$ cat src/rtl/seg_digit_driver.sv
// Dual-digit seven-segment driver: synchronized digit select, dead-time between
// digits, registered nibble. Optional SEG_LEADING_ZERO_BLANK_EN hides a zero on digit 2.
module seg_digit_driver #(
  parameter int unsigned BLANK_CYCLES = 480,
  parameter int unsigned SYNC_STAGES  = 2
) (
  input  logic       clk,
  input  logic       reset,
  input  logic       sel,
  input  logic [3:0] s1,
  input  logic [3:0] s2,
  output logic [3:0] digit,
  output logic       an1,
  output logic       an2
);

  localparam int unsigned NS = (SYNC_STAGES < 2) ? 2 : SYNC_STAGES;
  localparam int unsigned CW = (BLANK_CYCLES < 1) ? 1 : $clog2(BLANK_CYCLES + 1);
  localparam logic [CW-1:0] LAST = (BLANK_CYCLES == 0) ? '0 : CW'(BLANK_CYCLES - 1);

  typedef enum logic [1:0] {SHOW, BLANK, LOAD} state_t;

  state_t          state, state_d;
  logic [CW-1:0]   cnt, cnt_d;
  logic            cur_sel, cur_d;
  logic [3:0]      digit_d;
  logic            an1_d, an2_d;
  logic            rst_q;
  logic [NS-1:0]   sync_q;
  logic            sel_s;
  logic            suppress;

  // Asynchronous assert, release aligned to clk through one flop.
  always_ff @(posedge clk or negedge reset) begin
    if (!reset) rst_q <= 1'b0;
    else        rst_q <= 1'b1;
  end

  assign sel_s = sync_q[NS-1];

  always_ff @(posedge clk or negedge rst_q) begin
    if (!rst_q) begin
      sync_q  <= '0;
      state   <= BLANK;
      cnt     <= '0;
      cur_sel <= 1'b0;
      digit   <= '0;
      an1     <= 1'b1;
      an2     <= 1'b1;
    end else begin
      sync_q  <= {sync_q[NS-2:0], sel};
      state   <= state_d;
      cnt     <= cnt_d;
      cur_sel <= cur_d;
      digit   <= digit_d;
      an1     <= an1_d;
      an2     <= an2_d;
    end
  end

  // Digit-2 suppression looks at the nibble already on the decoder, so a
  // 0 -> nonzero change lights the anode one cycle after digit updates.
`ifdef SEG_LEADING_ZERO_BLANK_EN
  assign suppress = (digit == 4'h0);
`else
  assign suppress = 1'b0;
`endif

  always_comb begin
    state_d = state;
    cnt_d   = cnt;
    cur_d   = cur_sel;
    digit_d = digit;
    unique case (state)
      SHOW: begin
        digit_d = cur_sel ? s2 : s1;
        if (sel_s != cur_sel) begin
          state_d = BLANK;
          cnt_d   = '0;
        end
      end
      BLANK: begin
        cnt_d = cnt + CW'(1);
        if (cnt == LAST) begin
          digit_d = sel_s ? s2 : s1;
          cur_d   = sel_s;
          state_d = LOAD;
        end
      end
      LOAD:    state_d = SHOW;
      default: state_d = BLANK;
    endcase
    // Anodes are registered from the next state so they switch on the same
    // edge as the state change.
    an1_d = !((state_d == SHOW) && !cur_d);
    an2_d = !((state_d == SHOW) && cur_d && !suppress);
  end

endmodule

$ cat config.mk
export PLATFORM = sky130hd
export DESIGN_NAME = seg_digit_driver
export DESIGN_NICKNAME = d
export VERILOG_FILES = /design/src/rtl/seg_digit_driver.sv
export SDC_FILE = /design/constraint.sdc
export NUM_CORES = 1
export LEC_CHECK = 0
export BUFFER_PORTS_ARGS = -buffer_cell sky130_fd_sc_hd__buf_2
export CAP_MARGIN = 20
export CORE_UTILIZATION = 39
export CTS_BUF_LIST = sky130_fd_sc_hd__clkbuf_16
export DETAILED_ROUTE_END_ITERATION = 10
export GPL_TIMING_DRIVEN = 0
export PLACE_DENSITY = 0.72
export SETUP_SLACK_MARGIN = 0.4
export SYNTH_ARGS = -nofsm -noshare
export SYNTH_HDL_FRONTEND = slang
export SYNTH_SLANG_ARGS = --single-unit
$ cat constraint.sdc
create_clock -name clk -period 0.8 [get_ports clk]
set_clock_uncertainty 0.2 [all_clocks]
set_input_delay 0.08 -clock clk [delete_from_list [all_inputs] [get_ports clk]]
set_output_delay 0.08 -clock clk [all_outputs]
set_load 0.02 [all_outputs]
Word level (Yosys, flattened, before mapping) --
Cells that the tools add are included.
Operators by class: $add $sub $neg 1, equal/unequal tests 6, mux-type cells 11, reductions and logical operators 10
Operators by type and width (count):
- case mux 9 bit (2 select lines) | 1
- two-way mux 4 bit | 3
- adder 9 x 1 -> 9 bit, second input constant | 1
- == test 9 bit, second input constant | 1
- two-way mux 9 bit | 1
- case mux 4 bit (2 select lines) | 1
- case mux 2 bit (3 select lines) | 1
- zero test 2 bit | 2
- two-way mux 2 bit | 2
- inequality test 2 bit, second input constant | 2
- AND reduction 2 bit | 2
- zero test 1 bit | 3
- == test 2 x 1 -> 1 bit, second input constant | 1
- == test 2 bit, second input constant | 1
- logical AND 1 bit | 2
- two-way mux 1 bit | 2
- nonzero test 2 bit | 1
- inequality test 1 bit | 1
Word-level totals: bits in registers 21, bits of input ports 11, output and inout bits 6, word-level logic and storage cells 36

Depth between registers and ports, before layout --
depth in word-level cells 6, gate-level depth with buffers 5

Worst setup path before layout --
No wires, ideal clock.
path kind flip-flop to flip-flop, from register state[0], to register digit[0], setup time 0.128 ns, arrival time 1.661 ns, required time 0.472 ns, path slack -1.189 ns, stages on the path, launching flop included 6, path through dfstp_2 -> nand2b_1 -> buf_4 -> mux2i_1 -> mux2_2 -> mux2_1
On the way: cells in the longest elaborated chain, start to end 3, elaborated cells between the ends (all ways) 6, those cells by class 2 x eq/ne; 1 x mux; 3 x reduce/logical
Ends and longest elaborated chain:
- start: declaration | RTL line 23 | state_t state, state_d;
- start signal: assignment | RTL line 52 | state <= state_d;
- == test 2 x 1 -> 1 bit or zero test 2 bit (tied branches) | RTL line 74 | unique case (state)
- inequality test 2 bit (no line) or nonzero test 2 bit (tied branches)
- AND reduction 2 bit (no line)
- end signal: assignment | RTL line 55 | digit <= digit_d;
- end: declaration | RTL line 12 | output logic [3:0] digit,
Several ways; a longest one is shown, not always the timed one. A chain may end at the register's enable or synchronous reset.

Final worst setup path --
from register cnt[0], to register digit[1]
On the way: cells in the longest elaborated chain, start to end 3
Ends and longest elaborated chain:
- start: declaration | RTL line 24 | logic [CW-1:0] cnt, cnt_d;
- start signal: assignment | RTL line 53 | cnt <= cnt_d;
- == test 9 bit | RTL line 84 | if (cnt == LAST) begin
- inequality test 2 bit (no line)
- AND reduction 2 bit (no line)
Every way passes these cells.

==> flow_summary.json <==
{
  "yosys_warnings": 0,
  "r2r-end": "digit[1]$_DFFE_PN0P_",
  "crit_type": "flop to flop",
  "period_share": 2.549,
  "ys_seq_area_frac": 0.5580,
  "die_y_um": 51.32,
  "peakVddDrop_v": 0.002445,
  "viasPerCell": 5.218,
  "rr_worst_depth": 5,
  "status": "finished, violations left",
  "p_sw_mw": 1.141,
  "clock_sinks": 21,
  "grt_setup_unrepaired": "yes",
  "dr.pass1.iters": 4,
  "yosys_most_used_dff": "dfrtp_1",
  "clk_path_buf_depth": 2,
  "synth.net_count": 94,
  "arrival_ns": 1.98,
  "num_antenna_cells": 0,
  "synth.top_cells.by_count": "dfrtp_1 (18), nand2_1 (11), o21ai_0 (8), mux2_2 (5)",
  "grt_pass1_wl_um": 3581,
  "synth_edf_count": 0,
  "cts_tree": "done",
  "die-area_um2": 2633,
  "synth_area_per_cell_um2": 11.57,
  "groute.usage.overall": 0.1917,
  "drc_errors": 0,
  "fin_total_pwr_mw": 3.759,
  "clockPowerShare": 0.289,
  "internal_power_mw": 2.618,
  "wirelength_um": 2309,
  "synth_area_um2": 948.4,
  "cp_max_fo": 4,
  "io_buffers": 16,
  "grt_pass1_vias": 784,
  "maxSlewViolCount": 0,
  "synthTopCellsByArea": "dfrtp_1 (47%), dfstp_2 (8.3%), mux2_2 (5.9%)",
  "synth_cells": 82,
  "area_growth_pct": 58.18,
  "wl_per_cell_um": 15.71,
  "pwr-share-comb": 0.301,
  "die_w_um": 51.32,
  "cap_violations": 0,
  "core-area_um2": 2255,
  "root_buffer": "clkbuf_16",
  "initial_core_util": 0.4206,
  "finalHoldViolCount": 6,
  "dp_hpwl_um": 1217,
  "timing.rr.start": "cnt[0]$_DFFE_PN0P_",
  "endpoint_kind": "flop",
  "vias": 767,
  "hold_path.class": "primary input to asynchronous set/reset pin",
  "post-place-ws_ns": -1.273,
  "setup_viol": 24,
  "insertion_delay_ns": 0.26,
  "gp_congestion": 0.7013,
  "setup_ws_ns": -1.239,
  "synth_top_area_share": 0.4749,
  "path_clk_slew_ns": 0.06,
  "detail_route.iter0.violations": 12,
  "layout.nets": 132,
  "drive_above_1_share": 0.5966,
  "final_area_um2": 1500,
  "dpl_cell_area_um2": 1107,
  "cts_inserted_buffers": 3,
  "ys_ff_latch": 21,
  "antenna_found_initial": 0,
  "num_io_pins": 17,
  "powerDensity_nw_per_um2": 2506,
  "n_fill_cell": 171,
  "final_util": 0.6654,
  "swShare": 0.3035,
  "yosysTopAreaCell": "dfrtp_1",
  "cp-start-kind": "flop",
  "grt_start_max_net_pins": 14,
  "final_antenna_net_count": 0,
  "max_freq_mhz": 490.4,
  "async_flop_share": 1.000,
  "reg2reg_slack_ns": -1.24,
  "leakagePower_nw": 0.6699,
  "fin_hold_ws_ns": -0.6178,
  "cts_max_level": 1,
  "violations": "negative hold slack, negative setup slack",
  "synthMostInstantiatedCell": "dfrtp_1",
  "row_count": 17,
  "layout_min_cycle_time_ns": 2.039,
  "grt-ovfl-total": 0,
  "required_ns": 0.74,
  "seq_power_share": 0.411,
  "synthDistinctLibCells": 28
}
==> per-stage QoR <==
stage / TNS, ns / hold WS, ns / instances
floorplan: -12.00 / -0.4156 / 82
global placement: -13.72 / -0.3439 / 126
detailed placement: -14.14 / -0.3437 / 126
CTS: -15.69 / -0.6188 / 143
global route: -18.38 / -0.6228 / 147
finish: -16.87 / -0.6178 / 147
==> layout make-up <==
cell class                      count  area, µm²  area share
Tap cell                           28      35.03     0.02335
Clock buffer                        3      75.07     0.05004
Sequential cell                    21      536.8      0.3578
Clock inverter                      1      7.507    0.005004
Timing Repair Buffer               33      322.8      0.2152
Multi-Input combinational cell     57      498.0      0.3319
Inverter                            3      13.76    0.009174
Buffer                              1      11.26    0.007506
==> placed cells by master, fill, tap and decap left out, drive strengths merged <==
cell,netlist,routed
clkinvlp,0,1
buf,1,34
clkbuf,0,3
mux2i,4,4
inv,3,3
dfstp,3,3
xnor2,1,1
dfrtp,18,18
nand2,11,11
xor2,1,1
o21ai,8,8
nor4b,1,1
and4,1,1
a22o,1,1
nand2b,1,1
or3,1,1
a41oi,1,1
a21oi,1,1
o41ai,1,1
nor2,4,4
conb,1,1
o211ai,1,1
nand4,3,3
o31ai,1,1
ha,1,1
mux2,9,9
or4,1,1
a21o,2,2
nand3,1,1
==> power by group through the flow <==
stage | Sequential [mW] | Clock (mW) | Combinational (mW)
after floorplan | 1.61 | 0 | 0.373
after global placement | 1.55 | 0 | 0.634
after detailed placement | 1.55 | 0 | 0.654
after CTS | 1.52 | 1.10 | 0.970
after global routing | 1.58 | 1.14 | 1.23
final | 1.54 | 1.08 | 1.13
==> registers in the layout (all words and copies together), names as in the netlist <==
signal	cells
an1	1
an2	1
state	2
cur_sel	1
cnt	9
digit	4
sync_q	2
rst_q	1
==> critical path: stages (launching register included) <==
cell and delay (ns):
dfrtp_1 0.37, ha_2 0.18, nand4_1 0.15, or4_4 0.47, a21o_4 0.25, mux2_1 0.31
==> repair_timing <==
action | 4_1_cts | 5_1_grt
buffers inserted | 12 | 4
endpoints found under the setup margin | 45 | 45
cloned | 1 | 0
endpoints found under the hold margin | 6 | 4
pin swaps | 3 | 5
resized for setup | 24 | 24
==> how the worst max path moves through the flow <==
stage | start | endpoint | depth (start not counted)
6_report | cnt[0]$_DFFE_PN0P_ | digit[1]$_DFFE_PN0P_ | 5
5_1_grt | cnt[1]$_DFFE_PN0P_ | digit[1]$_DFFE_PN0P_ | 5
4_1_cts | cnt[0]$_DFFE_PN0P_ | digit[1]$_DFFE_PN0P_ | 5
3_5_place_dp | cnt[0]$_DFFE_PN0P_ | digit[1]$_DFFE_PN0P_ | 5
3_3_place_gp | cnt[0]$_DFFE_PN0P_ | digit[1]$_DFFE_PN0P_ | 5
2_1_floorplan | cnt[0]$_DFFE_PN0P_ | digit[0]$_DFFE_PN0P_ | 5
==> metal layers <==
metal,vias up,part of all wire,track usage
met5,-,0,0
met4,0,0.0078,0.05405
met3,3,0.039,0.05952
met2,18,0.55,0.3575
met1,374,0.40,0.2056
li1,372,-,-
==> cell families after synthesis <==
| kind of cell | after synthesis | share of synthesized area |
|---|---|---|
| flops | 21 | 0.5581 |
| other cells | 1 | 0.003954 |
| fa+ha+maj | 1 | 0.01319 |
| compound gates | 16 | 0.1069 |
| simple gates | 24 | 0.1306 |
| xor+xnor | 2 | 0.01847 |
| buf+inv | 4 | 0.01979 |
| mux | 13 | 0.1491 |
(Power assumes the default switching activity.)
